===== src/rtl/pcpi_hub_if.sv =====
// PCPI hub bus bundle: core-facing request/response plus the broadcast/collect slave side.
// pcpi_conflict exists only when PCPI_HUB_CONFLICT_CHK_EN is defined.
interface pcpi_hub_if #(
   parameter int NUM_SLAVES = 2
);
   logic                    pcpi_valid;
   logic [31:0]             pcpi_insn;
   logic [31:0]             pcpi_rs1;
   logic [31:0]             pcpi_rs2;
   logic                    pcpi_wr;
   logic [31:0]             pcpi_rd;
   logic                    pcpi_wait;
   logic                    pcpi_ready;
   logic                    pcpi_timeout;
`ifdef PCPI_HUB_CONFLICT_CHK_EN
   logic                    pcpi_conflict;
`endif
   logic                    s_valid;
   logic [31:0]             s_insn;
   logic [31:0]             s_rs1;
   logic [31:0]             s_rs2;
   logic [NUM_SLAVES-1:0]   s_wr;
   logic [32*NUM_SLAVES-1:0] s_rd;
   logic [NUM_SLAVES-1:0]   s_wait;
   logic [NUM_SLAVES-1:0]   s_ready;

   // Hub view: takes core requests and slave responses, drives everything else.
   modport slave (
      input  pcpi_valid, pcpi_insn, pcpi_rs1, pcpi_rs2,
      input  s_wr, s_rd, s_wait, s_ready,
      output pcpi_wr, pcpi_rd, pcpi_wait, pcpi_ready, pcpi_timeout,
`ifdef PCPI_HUB_CONFLICT_CHK_EN
      output pcpi_conflict,
`endif
      output s_valid, s_insn, s_rs1, s_rs2
   );

   // Surroundings view: the core plus the coprocessors.
   modport master (
      output pcpi_valid, pcpi_insn, pcpi_rs1, pcpi_rs2,
      output s_wr, s_rd, s_wait, s_ready,
      input  pcpi_wr, pcpi_rd, pcpi_wait, pcpi_ready, pcpi_timeout,
`ifdef PCPI_HUB_CONFLICT_CHK_EN
      input  pcpi_conflict,
`endif
      input  s_valid, s_insn, s_rs1, s_rs2
   );
endinterface


===== src/rtl/pcpi_hub.sv =====
// PCPI fan-out hub: latches a core request, broadcasts it, returns the lowest-index ready result.
// Optional PCPI_HUB_CONFLICT_CHK_EN adds pcpi_conflict for multi-slave claims.
module pcpi_hub #(
   parameter int NUM_SLAVES     = 2,
   parameter int TIMEOUT_CYCLES = 16
) (
   input logic          clk,
   input logic          resetn,
   pcpi_hub_if.slave    bus
);
   typedef enum logic [2:0] {
      ST_IDLE     = 3'd0,
      ST_DISPATCH = 3'd1,
      ST_BUSY     = 3'd2,
      ST_RESPOND  = 3'd3,
      ST_GAP      = 3'd4
   } state_t;

   localparam logic [7:0] LP_TO_LAST = 8'(TIMEOUT_CYCLES - 1);

   state_t      r_state;
   logic [7:0]  r_cnt;
   logic        r_s_valid;
   logic        r_wait;
   logic        r_ready;
   logic        r_wr;
   logic        r_timeout;
   logic [31:0] r_rd;
   logic [31:0] r_insn;
   logic [31:0] r_rs1;
   logic [31:0] r_rs2;
   logic [31:0] w_rd;
   logic        w_wr;
   logic        w_any_ready;
   logic        w_any_wait;
   logic        w_capture;

   assign w_any_ready = |bus.s_ready;
   assign w_any_wait  = |bus.s_wait;
   assign w_capture   = ((r_state == ST_DISPATCH) || (r_state == ST_BUSY)) && w_any_ready;

   // Lowest-index ready slave wins: scan from the top so lower indices overwrite.
   always_comb begin
      w_rd = 32'd0;
      w_wr = 1'b0;
      for (int i = NUM_SLAVES - 1; i >= 0; i--) begin
         w_rd = bus.s_ready[i] ? bus.s_rd[32*i +: 32] : w_rd;
         w_wr = bus.s_ready[i] ? bus.s_wr[i] : w_wr;
      end
   end

   // Request sequencer with all core/slave-facing outputs registered.
   always_ff @(posedge clk or negedge resetn) begin
      if (!resetn) begin
         r_state   <= ST_IDLE;
         r_cnt     <= 8'd0;
         r_s_valid <= 1'b0;
         r_wait    <= 1'b0;
         r_ready   <= 1'b0;
         r_wr      <= 1'b0;
         r_timeout <= 1'b0;
         r_rd      <= 32'd0;
         r_insn    <= 32'd0;
         r_rs1     <= 32'd0;
         r_rs2     <= 32'd0;
      end else begin
         case (r_state)
            ST_IDLE: begin
               if (bus.pcpi_valid) begin
                  r_insn    <= bus.pcpi_insn;
                  r_rs1     <= bus.pcpi_rs1;
                  r_rs2     <= bus.pcpi_rs2;
                  r_cnt     <= 8'd0;
                  r_s_valid <= 1'b1;
                  r_state   <= ST_DISPATCH;
               end else begin
                  r_state   <= ST_IDLE;
               end
            end
            ST_DISPATCH: begin
               r_cnt <= r_cnt + 8'd1;
               if (w_capture) begin
                  r_rd      <= w_rd;
                  r_wr      <= w_wr;
                  r_ready   <= 1'b1;
                  r_s_valid <= 1'b0;
                  r_wait    <= 1'b0;
                  r_state   <= ST_RESPOND;
               end else if (w_any_wait) begin
                  r_wait    <= 1'b1;
                  r_state   <= ST_BUSY;
               end else if (r_cnt == LP_TO_LAST) begin
                  r_timeout <= 1'b1;
                  r_s_valid <= 1'b0;
                  r_state   <= ST_GAP;
               end else begin
                  r_state   <= ST_DISPATCH;
               end
            end
            ST_BUSY: begin
               // A claimed instruction may take arbitrarily long; only s_ready moves on.
               if (w_capture) begin
                  r_rd      <= w_rd;
                  r_wr      <= w_wr;
                  r_ready   <= 1'b1;
                  r_s_valid <= 1'b0;
                  r_wait    <= 1'b0;
                  r_state   <= ST_RESPOND;
               end else begin
                  r_state   <= ST_BUSY;
               end
            end
            ST_RESPOND: begin
               r_ready <= 1'b0;
               r_wr    <= 1'b0;
               r_state <= ST_GAP;
            end
            ST_GAP: begin
               r_timeout <= 1'b0;
               r_state   <= ST_IDLE;
            end
            default: begin
               r_state <= ST_IDLE;
            end
         endcase
      end
   end

   assign bus.pcpi_wr      = r_wr;
   assign bus.pcpi_rd      = r_rd;
   assign bus.pcpi_wait    = r_wait;
   assign bus.pcpi_ready   = r_ready;
   assign bus.pcpi_timeout = r_timeout;
   assign bus.s_valid      = r_s_valid;
   assign bus.s_insn       = r_insn;
   assign bus.s_rs1        = r_rs1;
   assign bus.s_rs2        = r_rs2;

`ifdef PCPI_HUB_CONFLICT_CHK_EN
   logic r_conflict;
   logic r_conflict_pend;

   function automatic logic multi_hot(input logic [NUM_SLAVES-1:0] v);
      logic seen;
      logic multi;
      seen  = 1'b0;
      multi = 1'b0;
      for (int i = 0; i < NUM_SLAVES; i++) begin
         multi = multi | (seen & v[i]);
         seen  = seen | v[i];
      end
      return multi;
   endfunction

   // Multi-wait is remembered until the result returns, then reported alongside pcpi_ready.
   always_ff @(posedge clk or negedge resetn) begin
      if (!resetn) begin
         r_conflict      <= 1'b0;
         r_conflict_pend <= 1'b0;
      end else if (w_capture) begin
         r_conflict      <= r_conflict_pend | multi_hot(bus.s_ready);
         r_conflict_pend <= 1'b0;
      end else if ((r_state == ST_DISPATCH) && w_any_wait && multi_hot(bus.s_wait)) begin
         r_conflict_pend <= 1'b1;
      end else if (r_state == ST_RESPOND) begin
         r_conflict      <= 1'b0;
      end else begin
         r_conflict      <= r_conflict;
      end
   end

   assign bus.pcpi_conflict = r_conflict;
`endif
endmodule


===== src/flat_wrapper.sv =====
// flat-port wrapper written by rule: the top's interface ports become plain ports
module pcpi_hub_flat 
#(
   parameter int NUM_SLAVES     = 2,
   parameter int TIMEOUT_CYCLES = 16
)
  (clk, resetn, bus_pcpi_valid, bus_pcpi_insn, bus_pcpi_rs1, bus_pcpi_rs2, bus_s_wr, bus_s_rd, bus_s_wait, bus_s_ready, bus_pcpi_wr, bus_pcpi_rd, bus_pcpi_wait, bus_pcpi_ready, bus_pcpi_timeout, bus_s_valid, bus_s_insn, bus_s_rs1, bus_s_rs2);
  pcpi_hub_if #(.NUM_SLAVES(NUM_SLAVES)) bus_i ();
  input logic clk;
  input logic resetn;
  input wire logic [$bits(bus_i.pcpi_valid)-1:0] bus_pcpi_valid;
  input wire logic [$bits(bus_i.pcpi_insn)-1:0] bus_pcpi_insn;
  input wire logic [$bits(bus_i.pcpi_rs1)-1:0] bus_pcpi_rs1;
  input wire logic [$bits(bus_i.pcpi_rs2)-1:0] bus_pcpi_rs2;
  input wire logic [$bits(bus_i.s_wr)-1:0] bus_s_wr;
  input wire logic [$bits(bus_i.s_rd)-1:0] bus_s_rd;
  input wire logic [$bits(bus_i.s_wait)-1:0] bus_s_wait;
  input wire logic [$bits(bus_i.s_ready)-1:0] bus_s_ready;
  output wire logic [$bits(bus_i.pcpi_wr)-1:0] bus_pcpi_wr;
  output wire logic [$bits(bus_i.pcpi_rd)-1:0] bus_pcpi_rd;
  output wire logic [$bits(bus_i.pcpi_wait)-1:0] bus_pcpi_wait;
  output wire logic [$bits(bus_i.pcpi_ready)-1:0] bus_pcpi_ready;
  output wire logic [$bits(bus_i.pcpi_timeout)-1:0] bus_pcpi_timeout;
  output wire logic [$bits(bus_i.s_valid)-1:0] bus_s_valid;
  output wire logic [$bits(bus_i.s_insn)-1:0] bus_s_insn;
  output wire logic [$bits(bus_i.s_rs1)-1:0] bus_s_rs1;
  output wire logic [$bits(bus_i.s_rs2)-1:0] bus_s_rs2;
  assign bus_i.pcpi_valid = bus_pcpi_valid;
  assign bus_i.pcpi_insn = bus_pcpi_insn;
  assign bus_i.pcpi_rs1 = bus_pcpi_rs1;
  assign bus_i.pcpi_rs2 = bus_pcpi_rs2;
  assign bus_i.s_wr = bus_s_wr;
  assign bus_i.s_rd = bus_s_rd;
  assign bus_i.s_wait = bus_s_wait;
  assign bus_i.s_ready = bus_s_ready;
  assign bus_pcpi_wr = bus_i.pcpi_wr;
  assign bus_pcpi_rd = bus_i.pcpi_rd;
  assign bus_pcpi_wait = bus_i.pcpi_wait;
  assign bus_pcpi_ready = bus_i.pcpi_ready;
  assign bus_pcpi_timeout = bus_i.pcpi_timeout;
  assign bus_s_valid = bus_i.s_valid;
  assign bus_s_insn = bus_i.s_insn;
  assign bus_s_rs1 = bus_i.s_rs1;
  assign bus_s_rs2 = bus_i.s_rs2;
  pcpi_hub #(.NUM_SLAVES(NUM_SLAVES), .TIMEOUT_CYCLES(TIMEOUT_CYCLES)) u_core (.clk(clk), .resetn(resetn), .bus(bus_i));
endmodule

===== config.mk =====
export PLATFORM = sky130hd
export DESIGN_NAME = pcpi_hub_flat
export DESIGN_NICKNAME = d
export VERILOG_FILES = /design/src/rtl/pcpi_hub_if.sv /design/src/rtl/pcpi_hub.sv /design/src/flat_wrapper.sv
export SDC_FILE = /design/constraint.sdc
export NUM_CORES = 1
export LEC_CHECK = 0
export ABC_AREA = 1
export BUFFER_PORTS_ARGS = -buffer_cell sky130_fd_sc_hd__clkbuf_2
export CORE_MARGIN = 2
export CORE_UTILIZATION = 35
export DETAILED_ROUTE_END_ITERATION = 10
export HOLD_SLACK_MARGIN = 0.15
export PLACE_DENSITY = 0.7
export SETUP_SLACK_MARGIN = 0.15
export SLEW_MARGIN = 20
export SYNTH_ARGS = -nofsm -noshare
export SYNTH_HDL_FRONTEND = slang
export SYNTH_SLANG_ARGS = --single-unit

===== constraint.sdc =====
create_clock -name clk -period 1.4 [get_ports clk]
set_input_delay 0.21 -clock clk [delete_from_list [all_inputs] [get_ports clk]]
set_output_delay 0.21 -clock clk [all_outputs]
set_load 0.01 [all_outputs]

==> run_results.csv <==
group,metric,value,unit
outcome,outcome,"completed",
drt,wl,20900,um
power_and_ir_drop,power_frac_comb,41.8,%
synth,synth_top_flop_cell,"dfrtp_1",
synth,synthArstFlopShare,100,%
layout,antenna_cells,0,
worst_setup_path,critPathSlowestCell,"dfrtp_2",
layout,fin_util,62.6,%
sta,setup_tns,0,ps
synth,netlist.area_leader.share,61.9,%
worst_setup_path,path_class,"reg -> reg",
worst_setup_path,crit_fanout,24,
global_route,antenna_found_initial,0,
cts,cts-htree-levels,4,
worst_setup_path,r2r_slack,60,ps
cts,clockBufferDepth,2,
die,dieArea,0.0177,mm^2
cts,cts_root_buf,"clkbuf_16",
die,die_height,133,um
sta,drv_slew,0,
cts,cts_tree,"done",
synth,ys_ff_latch,144,
layout,nNetsFinal,1309,
global_route,grt-ovfl-total,0,
synth,synthDistinctLibCells,19,
cts,clock_insertion_delay_worst_skew,410,ps
drt,vias,6562,
synth,yosys-top-cells-area,"dfrtp_1 62%, nand2_1 22%, a22oi_1 4.3%",
die,rows,47,
sta,max_freq,744,MHz
power_and_ir_drop,power_switching,7.77,mW
drt,first_iter_violations,336,
drt,firstDrtPassIters,7,
synth,syn_area_per_cell,8.83,um^2
global_route,grt.total_usage,23.6,%
placement,globalplace.congestion,0.803,
power_and_ir_drop,pwr_density_cell,1990,mW/mm^2
power_and_ir_drop,p_seq_share,35.3,%
drt,vias_per_cell,4.78,
global_route,grt_pass1_wl,33000,um
die,initial_core_util,35.5,%
sta,setup_viol,0,
drt,detail-route-antenna-nets,0,
layout,nFillCells,1228,
synth,syn-num-nets,829,
placement,dp_hpwl,11700,um
cts,clock-sinks,144,
synth,syn_area,0.00582,mm^2
synth,yosys_warnings,0,
placement,port_buffers,301,
die,io_pins,302,
die,die_x,133,um
layout,areaGrowthSynthToFinish,76.3,%
hold_path,hold_class,"in -> reg",
sta,rsz0062_at_grt,"true",
sta,skew,7.80,ps
worst_setup_path,cp-start-kind,"register",
sta,period_share,96.0,%
sta,hold_viol_final,0,
drt,drc,0,
die,core-area,0.0164,mm^2
worst_setup_path,worstPathArrival,1640,ps
synth,yosysMostFrequentCell,"nand2_1",
layout,drive_gt1_share,33.9,%
sta,slew_headroom,74.7,%
cts,path_clk_slew,60,ps
synth,synth_common_cells,"347 x nand2_1, 144 x dfrtp_1, 33 x a22oi_1",
worst_setup_path,critPathCaptureType,"register",
global_route,grt_pass1_vias,6783,
synth,syn_inst,659,
power_and_ir_drop,p_leak,5.55,nW
power_and_ir_drop,switching_share,38.1,%
cts,cts_made_buffers,17,
global_route,grt_max_degree,38,
power_and_ir_drop,p_int,12.6,mW
power_and_ir_drop,clkPwrFrac,23.0,%
sta,worst_pin_slew,380,ps
worst_setup_path,cp_slowest_stage_delay,490,ps
job,max_cap_violations,0,
sta,fin_crit,1340,ps
drt,wl_per_cell,15.2,um
power_and_ir_drop,peakVddDrop,0.980,mV
worst_setup_path,path_cells,"inv_4 > nand3_4 > buf_12 > buf_12 > nand2_1 > nand2_1",
synth,ys_seq_area_share,61.9,%
synth,synth-edff-count,0,
worst_setup_path,cp.required,1700,ps
synth,synth.largest_area_cell,"dfrtp_1",
## logic make-up (layout without fill, tap and decap cells)
family	Yosys count	after routing	share of synthesized area (%)
flip-flops	144	144	61.9
AO/OA/AOI/OAI	79	79	8.25
buffers and inverters	53	546	4.19
adder cells (fa/ha/maj)	1	1	0.215
AND/OR/NAND/NOR	382	382	25.4
## path summary, 6_finish.rpt
path	startpoint	endpoint	depth (start not counted)
worst min register to register	u_core.bus.s_valid	u_core.bus.s_valid	2
worst min-delay path	bus_s_wait[0]	u_core.r_state[1]	5
min in group asynchronous	resetn	u_core.bus.s_rs2[23]	2
max in group asynchronous	resetn	u_core.r_state[0]	3
worst max register to register	u_core.r_state[1]	u_core.bus.s_insn[7]	6
worst max-delay path	u_core.r_state[1]	u_core.bus.s_insn[7]	6
## cell type report
cell class / instances / area (um^2) / share of cell area, %
flip-flops and latches: 144 / 3610 / 35.1
well taps: 220 / 275 / 2.68
clock inverters: 13 / 159 / 1.55
repair buffers: 496 / 3610 / 35.2
clock buffers: 19 / 453 / 4.41
multi-input cells: 462 / 2070 / 20.2
inverters: 18 / 82.6 / 0.804
## critical path: cells and delay by family (launching register included)
family	cells	cell delay (ps)
buffers and inverters	3	450
flip-flops	1	490
AND/OR/NAND/NOR	3	270
## flip-flops by register name, summed over array words and instances, names as in the netlist
signal                   flops
u_core.bus.s_rs2            32
u_core.bus.pcpi_rd          32
u_core.bus.pcpi_wr           1
u_core.bus.pcpi_timeout      1
u_core.r_state               3
u_core.bus.pcpi_wait         1
u_core.bus.s_insn           32
u_core.r_cnt                 8
u_core.bus.pcpi_ready        1
u_core.bus.s_valid           1
u_core.bus.s_rs1            32
## power groups by stage
stage | combinational, mW | sequential (mW) | clock (mW)
2_1_floorplan | 3.12 | 7.86 | 0
5_1_grt | 9.34 | 7.39 | 4.97
4_1_cts | 8.05 | 7.10 | 4.80
6_report | 8.52 | 7.19 | 4.68
3_3_place_gp | 7.04 | 7.08 | 0
3_5_place_dp | 7.23 | 7.09 | 0
## through the flow
stage | power [mW] | hold WS [ps] | instances | setup slack (ps) | area, um^2
after CTS | 19.9 | 176 | 1368 | 72.5 | 10100
after global placement | 14.1 | 141 | 1168 | 66.7 | 7740
after floorplan | 11.0 | -85.6 | 659 | 159 | 5820
final | 20.4 | 203 | 1372 | 56.6 | 10300
after global routing | 21.7 | 244 | 1372 | 6.87 | 10300
after detailed placement | 14.3 | 138 | 1168 | 33.5 | 7740
## cell usage in the layout, fill, tap and decap left out
cell           count
clkbuf_16         18
clkinv_2           4
dlygate4sd3_1    164
inv_6              4
a22oi_1           33
inv_4              1
buf_12            11
nand4_1            1
bufinv_16          3
buf_16             3
clkbuf_2         300
buf_6              4
a21oi_1            4
nor2_1             8
nand3_4            3
a21oi_4            1
clkbuf_8           2
inv_8              1
nand3_1           13
nor2_4             3
nand2_1          342
nand2_2            5
o31ai_4            1
nor2_2             5
inv_1             15
nand3_2            2
dfrtp_2            3
o21ai_1           31
clkinvlp_4         3
buf_4             13
o21ai_0            9
dfrtp_1          141
ha_2               1
## repair_timing
| item | 4_1_cts | 5_1_grt |
|---|---|---|
| resized for setup | 22 | 28 |
| hold buffers | 164 | 0 |
| endpoints found under the setup margin | 125 | 143 |
| buffers inserted | 2 | 3 |
| pin swaps | 3 | 11 |
| hold endpoints to repair | 274 | 0 |
| cloned | 2 | 1 |
## per-layer routing
metal  share of wire (%)  global-route usage (%)  vias up  wire length (um)
met5                   0                       0        -                 0
met4                 5.2                    14.5        0              1090
met3                 6.3                    5.82      102              1320
met2                  50                    40.2      321             10500
met1                  38                    26.5     3078              7950
li1                    -                       -     3061                 -
No activity file was read; power rests on OpenSTA's default activity.
